===== src/rtl/rv32i_decode_stage.sv =====
// RV32I decode stage: registered decode, one-entry skid buffer, flush.
// Define RV32I_DECODE_ILLEGAL_CHECK_EN to flag undefined encodings on o_out_illegal.
module rv32i_decode_stage #(
  parameter int XLEN = 32
) (
  input  logic            i_clk,
  input  logic            i_rst_n,
  input  logic            i_flush,
  input  logic            i_in_valid,
  output logic            o_in_ready,
  input  logic [31:0]     i_in_inst,
  input  logic [XLEN-1:0] i_in_pc,
  output logic            o_out_valid,
  input  logic            i_out_ready,
  output logic [XLEN-1:0] o_out_pc,
  output logic [4:0]      o_out_rs1,
  output logic [4:0]      o_out_rs2,
  output logic [4:0]      o_out_rd,
  output logic [XLEN-1:0] o_out_imm,
  output logic [2:0]      o_out_funct3,
  output logic [3:0]      o_out_alu_op,
  output logic            o_out_alu_src_imm,
  output logic            o_out_alu_src_pc,
  output logic            o_out_reg_wr,
  output logic            o_out_mem_rd,
  output logic            o_out_mem_wr,
  output logic            o_out_branch,
  output logic            o_out_jump,
  output logic            o_out_illegal
);

  typedef enum logic [6:0] {
    OPC_LOAD   = 7'b0000011,
    OPC_OP_IMM = 7'b0010011,
    OPC_AUIPC  = 7'b0010111,
    OPC_STORE  = 7'b0100011,
    OPC_OP     = 7'b0110011,
    OPC_LUI    = 7'b0110111,
    OPC_BRANCH = 7'b1100011,
    OPC_JALR   = 7'b1100111,
    OPC_JAL    = 7'b1101111
  } opcode_e;

  typedef enum logic [3:0] {
    ALU_ADD, ALU_SUB, ALU_SLL, ALU_SLT, ALU_SLTU, ALU_XOR,
    ALU_SRL, ALU_SRA, ALU_OR, ALU_AND, ALU_PASSB
  } alu_op_e;

  typedef struct packed {
    logic [XLEN-1:0] pc;
    logic [4:0]      rs1;
    logic [4:0]      rs2;
    logic [4:0]      rd;
    logic [XLEN-1:0] imm;
    logic [2:0]      funct3;
    alu_op_e         alu_op;
    logic            alu_src_imm;
    logic            alu_src_pc;
    logic            reg_wr;
    logic            mem_rd;
    logic            mem_wr;
    logic            branch;
    logic            jump;
    logic            illegal;
  } bundle_t;

  function automatic alu_op_e alu_from_funct(input logic [2:0] f3, input logic alt);
    case (f3)
      3'b000:  return alt ? ALU_SUB : ALU_ADD;
      3'b001:  return ALU_SLL;
      3'b010:  return ALU_SLT;
      3'b011:  return ALU_SLTU;
      3'b100:  return ALU_XOR;
      3'b101:  return alt ? ALU_SRA : ALU_SRL;
      3'b110:  return ALU_OR;
      default: return ALU_AND;
    endcase
  endfunction

  logic [6:0]      w_opcode;
  logic [2:0]      w_funct3;
  logic [XLEN-1:0] w_imm_i, w_imm_s, w_imm_b, w_imm_u, w_imm_j;
  logic            w_illegal;
  logic            w_accept;
  logic            w_out_free;
  bundle_t         w_dec;
  bundle_t         r_out, r_skid;
  logic            r_out_valid, r_skid_valid;

  assign w_opcode = i_in_inst[6:0];
  assign w_funct3 = i_in_inst[14:12];
  assign w_imm_i  = {{20{i_in_inst[31]}}, i_in_inst[31:20]};
  assign w_imm_s  = {{20{i_in_inst[31]}}, i_in_inst[31:25], i_in_inst[11:7]};
  assign w_imm_b  = {{19{i_in_inst[31]}}, i_in_inst[31], i_in_inst[7],
                     i_in_inst[30:25], i_in_inst[11:8], 1'b0};
  assign w_imm_u  = {i_in_inst[31:12], 12'h000};
  assign w_imm_j  = {{11{i_in_inst[31]}}, i_in_inst[31], i_in_inst[19:12],
                     i_in_inst[20], i_in_inst[30:21], 1'b0};

`ifdef RV32I_DECODE_ILLEGAL_CHECK_EN
  logic [6:0] w_funct7;
  assign w_funct7 = i_in_inst[31:25];

  // The all-zero word is a bubble, never illegal.
  always_comb begin
    w_illegal = 1'b0;
    case (w_opcode)
      OPC_LUI, OPC_AUIPC, OPC_JAL: w_illegal = 1'b0;
      OPC_JALR:   w_illegal = (w_funct3 != 3'b000);
      OPC_BRANCH: w_illegal = (w_funct3 inside {3'b010, 3'b011});
      OPC_LOAD:   w_illegal = (w_funct3 inside {3'b011, 3'b110, 3'b111});
      OPC_STORE:  w_illegal = (w_funct3 > 3'b010);
      OPC_OP_IMM: begin
        if (w_funct3 == 3'b001)      w_illegal = (w_funct7 != 7'h00);
        else if (w_funct3 == 3'b101) w_illegal = !(w_funct7 inside {7'h00, 7'h20});
      end
      OPC_OP: w_illegal = !((w_funct7 == 7'h00) ||
                            (w_funct7 == 7'h20 && (w_funct3 inside {3'b000, 3'b101})));
      default: w_illegal = (i_in_inst != 32'h0000_0000);
    endcase
  end
`else
  assign w_illegal = 1'b0;
`endif

  // NOTE: every field gets a default first so no path through the case infers a latch.
  always_comb begin
    w_dec        = '0;
    w_dec.pc     = i_in_pc;
    w_dec.funct3 = w_funct3;
    case (w_opcode)
      OPC_OP: begin
        w_dec.rs1    = i_in_inst[19:15];
        w_dec.rs2    = i_in_inst[24:20];
        w_dec.rd     = i_in_inst[11:7];
        w_dec.alu_op = alu_from_funct(w_funct3, i_in_inst[30]);
        w_dec.reg_wr = 1'b1;
      end
      OPC_OP_IMM: begin
        w_dec.rs1         = i_in_inst[19:15];
        w_dec.rd          = i_in_inst[11:7];
        w_dec.alu_op      = alu_from_funct(w_funct3, (w_funct3 == 3'b101) && i_in_inst[30]);
        w_dec.alu_src_imm = 1'b1;
        w_dec.reg_wr      = 1'b1;
        w_dec.imm         = (w_funct3 inside {3'b001, 3'b101}) ?
                            {{(XLEN-5){1'b0}}, i_in_inst[24:20]} : w_imm_i;
      end
      OPC_LUI: begin
        w_dec.rd = i_in_inst[11:7]; w_dec.imm = w_imm_u; w_dec.alu_op = ALU_PASSB;
        w_dec.alu_src_imm = 1'b1; w_dec.reg_wr = 1'b1;
      end
      OPC_AUIPC: begin
        w_dec.rd = i_in_inst[11:7]; w_dec.imm = w_imm_u; w_dec.alu_op = ALU_ADD;
        w_dec.alu_src_imm = 1'b1; w_dec.alu_src_pc = 1'b1; w_dec.reg_wr = 1'b1;
      end
      OPC_LOAD: begin
        w_dec.rs1 = i_in_inst[19:15]; w_dec.rd = i_in_inst[11:7]; w_dec.imm = w_imm_i;
        w_dec.alu_src_imm = 1'b1; w_dec.reg_wr = 1'b1; w_dec.mem_rd = 1'b1;
      end
      OPC_STORE: begin
        w_dec.rs1 = i_in_inst[19:15]; w_dec.rs2 = i_in_inst[24:20]; w_dec.imm = w_imm_s;
        w_dec.alu_src_imm = 1'b1; w_dec.mem_wr = 1'b1;
      end
      OPC_BRANCH: begin
        w_dec.rs1 = i_in_inst[19:15]; w_dec.rs2 = i_in_inst[24:20]; w_dec.imm = w_imm_b;
        w_dec.alu_op = ALU_SUB; w_dec.branch = 1'b1;
      end
      OPC_JAL: begin
        w_dec.rd = i_in_inst[11:7]; w_dec.imm = w_imm_j; w_dec.alu_src_imm = 1'b1;
        w_dec.alu_src_pc = 1'b1; w_dec.jump = 1'b1; w_dec.reg_wr = 1'b1;
      end
      OPC_JALR: begin
        w_dec.rs1 = i_in_inst[19:15]; w_dec.rd = i_in_inst[11:7]; w_dec.imm = w_imm_i;
        w_dec.alu_src_imm = 1'b1; w_dec.jump = 1'b1; w_dec.reg_wr = 1'b1;
      end
      default: w_dec.funct3 = 3'b000;
    endcase
    if (w_dec.rd == 5'd0) w_dec.reg_wr = 1'b0;
    if (w_illegal) begin
      w_dec         = '0;
      w_dec.pc      = i_in_pc;
      w_dec.illegal = 1'b1;
    end
  end

  assign o_in_ready = !r_skid_valid;
  assign w_accept   = i_in_valid && o_in_ready && !i_flush;
  assign w_out_free = !r_out_valid || i_out_ready;

  // NOTE: the bundle registers are reset as well, so every o_out_* reads 0 after reset.
  always_ff @(posedge i_clk or negedge i_rst_n) begin
    if (!i_rst_n) begin
      r_out_valid  <= 1'b0;
      r_skid_valid <= 1'b0;
      r_out        <= '0;
      r_skid       <= '0;
    end else if (i_flush) begin
      r_out_valid  <= 1'b0;
      r_skid_valid <= 1'b0;
    end else if (w_out_free) begin
      // NOTE: non-blocking assignments let skid->out and the skid clear share one edge.
      if (r_skid_valid) begin
        r_out        <= r_skid;
        r_out_valid  <= 1'b1;
        r_skid_valid <= 1'b0;
      end else begin
        r_out_valid <= w_accept;
        if (w_accept) r_out <= w_dec;
      end
    end else if (w_accept) begin
      r_skid       <= w_dec;
      r_skid_valid <= 1'b1;
    end
  end

  assign o_out_valid       = r_out_valid;
  assign o_out_pc          = r_out.pc;
  assign o_out_rs1         = r_out.rs1;
  assign o_out_rs2         = r_out.rs2;
  assign o_out_rd          = r_out.rd;
  assign o_out_imm         = r_out.imm;
  assign o_out_funct3      = r_out.funct3;
  assign o_out_alu_op      = r_out.alu_op;
  assign o_out_alu_src_imm = r_out.alu_src_imm;
  assign o_out_alu_src_pc  = r_out.alu_src_pc;
  assign o_out_reg_wr      = r_out.reg_wr;
  assign o_out_mem_rd      = r_out.mem_rd;
  assign o_out_mem_wr      = r_out.mem_wr;
  assign o_out_branch      = r_out.branch;
  assign o_out_jump        = r_out.jump;
  assign o_out_illegal     = r_out.illegal;

endmodule


===== config.mk =====
export PLATFORM = sky130hd
export DESIGN_NAME = rv32i_decode_stage
export DESIGN_NICKNAME = d
export VERILOG_FILES = /design/src/rtl/rv32i_decode_stage.sv
export SDC_FILE = /design/constraint.sdc
export NUM_CORES = 1
export LEC_CHECK = 0
export CORE_MARGIN = 5
export CORE_UTILIZATION = 39
export CTS_BUF_LIST = sky130_fd_sc_hd__clkbuf_4
export DETAILED_ROUTE_END_ITERATION = 16
export PLACE_DENSITY_LB_ADDON = 0.1
export SLEW_MARGIN = 0
export SYNTH_ARGS = -nofsm -noshare
export SYNTH_HDL_FRONTEND = slang
export SYNTH_SLANG_ARGS = --single-unit

===== constraint.sdc =====
create_clock -name i_clk -period 2.1 [get_ports i_clk]
set_clock_uncertainty 0.1 [all_clocks]
set_input_delay 0.42 -clock i_clk [delete_from_list [all_inputs] [get_ports i_clk]]
set_output_delay 0.42 -clock i_clk [all_outputs]
set_load 0.02 [all_outputs]

==> metrics.md, run 1 <==
| Metric | Value |
|---|---|
| Static Leak | 5.12 nW |
| Final Critical Period | 2.00 ns |
| Final worst-path setup slack | 0.101 ns |
| # port buffers | 163 |
| Grt met2 use | 30.9% |
| Status | complete, no violations |
| Met3 usage | 5.02% |
| Unique masters post-synth | 48 |
| ANT nets after route | 0 |
| Worst-Margin Slew | 0.644 ns |
| Worst r2r dst | o_out_imm[14]$_DFFE_PN0P_ |
| Non-filler instance count after layout | 1366 |
| Detailed Place HPWL | 16.6 mm |
| Element type at the critical path end | primary output |
| Post-synth ARST share | 100% |
| Critical Path Source | r_skid_valid$_DFFE_PN0P_ |
| Normalized max-slew margin | 57.1% |
| Via/cell ratio | 5.13 |
| VDD IR max | 0.402 mV |
| Core box area | 21000 sq um |
| Largest net degree at the start of global routing | 67 |
| Syn Inst Count | 873 |
| GR peak layer | met2 |
| Share of cells above drive strength 1 | 12.3% |
| First-pass detailed-route iteration total | 5 |
| Post-synthesis sequential area ratio | 56.7% |
| Post-synth top area cell | dfrtp_1 |
| Dpl ws | -0.426 ns |
| Clk sinks | 188 |
| Area grow syn2layout | 32.7% |
| Hold Path Class | in -> async |
| WL/cell | 17.2 um |
| Max-slew violation count | 0 |
| Vias after detailed routing | 7006 |
| Fin Hold WS | 0.248 ns |
| Die Ht | 156 um |
| Dominant synthesized flop cell | dfrtp_1 |
| Clock root cell | clkbuf_4 |
| Die X | 156 um |
| Net Count, Synth | 942 |
| Avg Cell Area, Syn | 9.50 sq um |
| PD cells | 727 nW/um^2 |
| RSZ-0062 raised after global routing | false |
| Clock slew at reported path FFs | 0.16 ns |
| Die area | 24300 sq um |
| Dpl cells | 1333 |
| Synth top area share | 56.7% |
| GR Overflow Total | 0 |
| Global-route wire length before repair | 38.0 mm |
| Reg2reg start | o_out_valid$_DFFE_PN0N_ |
| Setup_tns | 0 ns |
| Met1 Use GR | 27.5% |
| H-Tree Depth | 4 |
| Peak Freq | 500 MHz |
| IO Pins | 165 |
| Reg2reg path depth | 6 |
| WP data arrival | 1.48 ns |
| # Max-Cap Violations | 0 |
| Final Net Count | 1147 |
| Clock buffer depth | 2 |
| Ranking of synthesized cells by area | dfrtp_1 (57%), nand2_1 (10%), o21ai_0 (6.6%) |
| Crit path max fanout | 5 |
| Final setup viols | 0 |
| Mapped cell area | 8290 sq um |
| Ys Warns | 0 |
| Vias in the first global route | 6945 |
| Reg2reg setup slack | 0.23 ns |
| Worst Setup Start Kind | flip-flop |
| Placer Congestion | 0.889 |
| Worst EP required | 1.58 ns |
| Antenna violations before repair | 1 |
| Tot GR Track Use | 19.6% |
| Initial DRC count | 431 |
| Fin. Hold Viols | 0 |
| Initial Utilization | 39.6% |
| #FFs+latches synth | 188 |
| Cell Rows | 53 |
| Worst-skew pair later-pin latency | 0.56 ns |
| Num CTS Buffers | 17 |
| # DRC | 0 |
| Final worst path period share | 95.2% |
| Post-synth EDFFs | 0 |
| TritonCTS clock tree | done |
| Routed WL | 23.4 mm |
| Critical path class | reg -> out |
| Post-CTS Setup Bufs | 0 |
## cell type report
type	instances	area, sq um
timing repair buffer	255	2340
antenna	1	2.50
clock inverter	13	141
sequential	188	4710
tap	275	344
multi-input combinational	613	3310
fill	2045	9960
clock buffer	18	135
inverter	3	11.3
## power by group
group          leakage, nW  switching, mW  internal [mW]
clock                0.137           1.26          0.720
sequential            2.42          0.251           4.09
combinational         2.56          0.944          0.723
total                 5.12           2.46           5.53
## per-stage QoR
stage	instance area, sq um	power [mW]	util, %
floorplan	8290	5.24	-
CTS	11000	8.11	52.5
detailed placement	10800	6.27	51.6
global placement	10800	6.24	51.6
finish	11000	7.99	52.5
global route	11000	8.47	52.5
## timing repair
item / CTS / global route
hold buffers: 1 / 0
gates cloned: 0 / 0
gates resized for setup: 95 / 2
setup endpoints to repair: 93 / 2
endpoints found under the hold margin: 46 / 0
## critical path: stages (launching register included)
cell and delay [ns]:
dfrtp_4 0.52, inv_1 0.13, clkdlybuf4s15_2 0.28
## cells by family after synthesis
kind of cell	share of synthesized area [%]
AND/OR/NAND/NOR	17.9
other	0.0452
multiplexers	4.13
buffers and inverters	3.62
AO/OA/AOI/OAI	17.6
flip-flops	56.7
## flip-flops by register name, summed over array words and instances, names as in the netlist, 3 cells and up
register,cells
o_out_pc,32
o_out_rd,5
o_out_rs2,5
o_out_alu_op,4
o_out_funct3,3
o_out_imm,32
o_out_rs1,5
r_skid,93
## synth_stat cells (4+ instances only)
library cell,number
nor2b_1,4
buf_1,4
or3_1,21
buf_2,15
a31oi_1,31
and3_1,19
a21oi_1,41
nand3_1,9
a22o_1,7
o22ai_1,7
o21a_1,12
a22oi_1,5
nand2_1,221
mux2i_1,32
dfrtp_1,188
nor2_1,37
o21ai_0,109
a221o_1,6
clkbuf_1,47
a211o_1,4
o211ai_1,8
nand2b_1,4
## layer usage
layer  vias up  wire length, um
met5         -                0
met4         0              217
met3        14             1440
met2       186            11000
met1      3369            10800
li1       3437                -
## worst max path at each step
stage	slack, ns	cells past startpoint	end
4_1_cts	0.008	1	o_out_imm[15]
3_3_place_gp	-0.41	6	o_out_imm[28]$_DFFE_PN0P_
2_1_floorplan	0.11	6	o_out_imm[10]$_DFFE_PN0P_
5_1_grt	0.002	9	r_skid[23]$_DFFE_PN0P_
3_5_place_dp	-0.43	6	o_out_imm[29]$_DFFE_PN0P_
6_report	0.10	2	o_in_ready
## placed cells by master, fill, tap and decap left out, types with 20 or more instances in the layout
cell,Yosys,final
mux2i_1,32,32
buf_4,3,81
nand2_1,221,221
or3_1,21,20
dlygate4sd2_1,0,92
clkdlybuf4s50_1,0,67
dfrtp_1,188,187
o21ai_0,109,109
a31oi_1,31,31
nor2_1,37,37
a21oi_1,41,41
No activity file was read; power rests on OpenSTA's default activity.
==> run 2, diff against run 1 <==
Settings changed: CORE_ASPECT_RATIO set to 0.8, HOLD_SLACK_MARGIN set to 0.02.
Clock period 2.1 ns to 1.9 ns, I/O delays scaled along.
==> metrics.md, run 2 (synthesized netlist as in run 1, its figures left out) <==
| Metric | Value |
|---|---|
| Initial Utilization | 39.8% (+0.26 points) |
| Worst EP required | 2.27 ns (+0.69 ns) |
| Fillers | 1992 (-2.6%) |
| Final Net Count | 1158 (+0.96%) |
| # port buffers | 163 (unchanged) |
| RSZ-0062 raised after global routing | true |
| Normalized max-slew margin | 60.6% (+3.5 points) |
| Final setup viols | 0 (unchanged) |
| Vias in the first global route | 6848 (-1.4%) |
| Cell Rows | 47 (-11%) |
| Crit path max fanout | 7 (+2) |
| Psw | 2.89 mW (+17%) |
| Via/cell ratio | 5.19 (+1.3%) |
| Status | complete, no violations |
| Clock share of power | 24.0% (-0.8 points) |
| Routed WL | 24.0 mm (+2.4%) |
| ANT nets after route | 0 (unchanged) |
| Commonest non-fill, non-tap cell in the layout | nand2_1 |
| Register with the most flip-flops | r_skid |
| Reg2reg setup slack | 0.03 ns (-0.20 ns) |
| Num CTS Buffers | 17 (unchanged) |
| PD cells | 794 nW/um^2 (+9.3%) |
| Tot GR Track Use | 19.6% (-0.031 points) |
| Die Ht | 140 um (-9.9%) |
| Setup_tns | 0 ns (unchanged) |
| Top delay family on crit path | simple AND/OR/NAND/NOR gates |
| Share of cells above drive strength 1 | 14.3% (+2.0 points) |
| VDD IR max | 0.327 mV (-19%) |
| IO Pins | 165 (unchanged) |
| Worst-skew pair later-pin latency | 0.58 ns (+0.02 ns) |
| Max-slew violation count | 0 (unchanged) |
| Reg2reg start | o_out_valid$_DFFE_PN0N_ |
| # DRC | 0 (unchanged) |
| Buf/Inv on CP | 2 (unchanged) |
| Largest net degree at the start of global routing | 61 (-9.0%) |
| First-pass detailed-route iteration total | 5 (unchanged) |
| Final worst path period share | 98.2% |
| Worst r2r dst | o_out_imm[5]$_DFFE_PN0P_ |
| Max reg flops | 93 (unchanged) |
| Initial DRC count | 544 (+26%) |
| CP max-delay cell | or3_4 |
| Area grow syn2layout | 34.3% |
| Clock buffer depth | 2 (unchanged) |
| Die X | 173 um (+11%) |
| Critical path class | reg -> reg |
| TritonCTS clock tree | done |
| WL/cell | 17.5 um (+2.0%) |
| Global-route wire length before repair | 38.5 mm (+1.5%) |
| Static Leak | 5.11 nW (about the same) |
| # Max-Cap Violations | 0 (unchanged) |
| Die area | 24300 sq um (about the same) |
| H-Tree Depth | 4 (unchanged) |
| Clock slew at reported path FFs | 0.18 ns (+0.02 ns) |
| Hold Path Class | in -> async |
| Vias after detailed routing | 7125 (+1.7%) |
| Placer Congestion | 0.844 (-5.1%) |
| Non-filler instance count after layout | 1372 (+0.44%) |
| Worst Setup Start Kind | flip-flop |
| Fin. Hold Viols | 0 (unchanged) |
| Peak Freq | 536 MHz |
| Clk sinks | 188 (unchanged) |
| Reg2reg path depth | 5 (-1) |
| WP data arrival | 2.24 ns (+0.76 ns) |
| Worst-Margin Slew | 0.591 ns (-0.0524 ns) |
| Core box area | 20800 sq um (-0.66%) |
| Most frequent cells in the layout | nand2_1 (220), dfrtp_1 (186), o21ai_0 (103), buf_4 (86), clkdlybuf4s50_1 (67) |
| Detailed Place HPWL | 16.6 mm (-0.47%) |
| CP cell instances | nor2b_4 > or3_4 > buf_12 > buf_4 > a221o_1 |
| Final Critical Period | 1.87 ns |
| Dpl cells | 1329 (-0.30%) |
| Internal Power | 5.96 mW (+7.7%) |
| Clock root cell | clkbuf_4 |
| Reg power frac | 54.2% (about the same) |
| GR Overflow Total | 0 (unchanged) |
| Sw Share | 32.6% (+1.9 points) |
| Comb pwr share | 21.8% (+0.9 points) |
| Worst path max stage delay | 0.46 ns (-0.06 ns) |
| Antenna violations before repair | 1 (unchanged) |
| Element type at the critical path end | flip-flop |
[run 2: cell count changes in the layout (fill, tap and decap cells not counted), moves of 4 or more]
cell / previous run / this run
buf_6: 0 / 4
dlygate4sd2_1: 92 / 61
o21ai_0: 109 / 103
inv_8: 0 / 4
o21ai_1: 0 / 6
buf_4: 81 / 86
clkdlybuf4s15_1: 0 / 29
clkbuf_2: 0 / 4
[run 2: worst reg2reg max path: stages, from the launching register on]
cell     delay [ns]
dfrtp_2        0.44
nor2b_4        0.14
or3_4          0.46
buf_12         0.17
buf_4          0.13
a221o_1        0.33
[run 2: timing repair]
action,in CTS,in global routing
pin swaps,0,1
gates cloned,0,3
setup buffers,0,6
hold buffers,1,0
endpoints found under the setup margin,101,92
resized for setup,101,52
endpoints found under the hold margin,188,0
[run 2: power groups by stage]
stage	logic (mW)	registers, mW	clock network, mW
6_report	1.93	4.79	2.12
5_1_grt	2.12	4.86	2.39
3_5_place_dp	2.06	4.88	0
3_3_place_gp	2.03	4.87	0
4_1_cts	1.89	4.79	2.20
2_1_floorplan	0.655	5.14	0
[run 2: area by class of cell]
class | count | area (sq um) | area share (%)
tap | 269 | 337 | 3.02
timing repair buffer | 264 | 2450 | 22.0
clock inverter | 14 | 126 | 1.13
antenna | 1 | 2.50 | 0.0225
inverter | 3 | 13.8 | 0.124
sequential | 188 | 4710 | 42.3
multi-input combinational | 615 | 3360 | 30.1
clock buffer | 18 | 135 | 1.21
[run 2: worst max-delay path by stage]
stage	depth (start not counted)	startpoint	slack, ns	to
after global placement	6	i_in_inst[4]	-0.53	o_out_imm[9]$_DFFE_PN0P_
after floorplan	6	o_out_valid$_DFFE_PN0N_	0.001	o_out_imm[10]$_DFFE_PN0P_
after global routing	6	o_out_valid$_DFFE_PN0N_	-0.03	o_out_imm[22]$_DFFE_PN0P_
final	5	o_out_valid$_DFFE_PN0N_	0.03	o_out_imm[5]$_DFFE_PN0P_
after CTS	1	o_out_imm[13]$_DFFE_PN0P_	0.004	o_out_imm[13]
after detailed placement	6	i_in_inst[4]	-0.54	o_out_imm[7]$_DFFE_PN0P_
[run 2: per-layer routing]
metal | share of wire (%) | routed length, um | track usage [%]
met5 | 0 | 0 | 0
met4 | 0.76 | 183 | 3.61
met3 | 5.7 | 1370 | 5.12
met2 | 45 | 10700 | 28.8
met1 | 49 | 11700 | 29.5
[run 2: through the flow]
step           instance area, sq um  power [mW]  worst slack [ns]  hold slack [ns]  utilization (%)
2_1_floorplan                  8320        5.79           0.00124          -0.0156                -
3_3_place_gp                  10800        6.90            -0.533            0.247             52.0
3_5_place_dp                  10800        6.94            -0.539            0.248             52.0
4_1_cts                       11000        8.88           0.00443            0.135             52.8
5_1_grt                       11100        9.37           -0.0298            0.139             53.5
6_report                      11100        8.84            0.0345            0.160             53.5
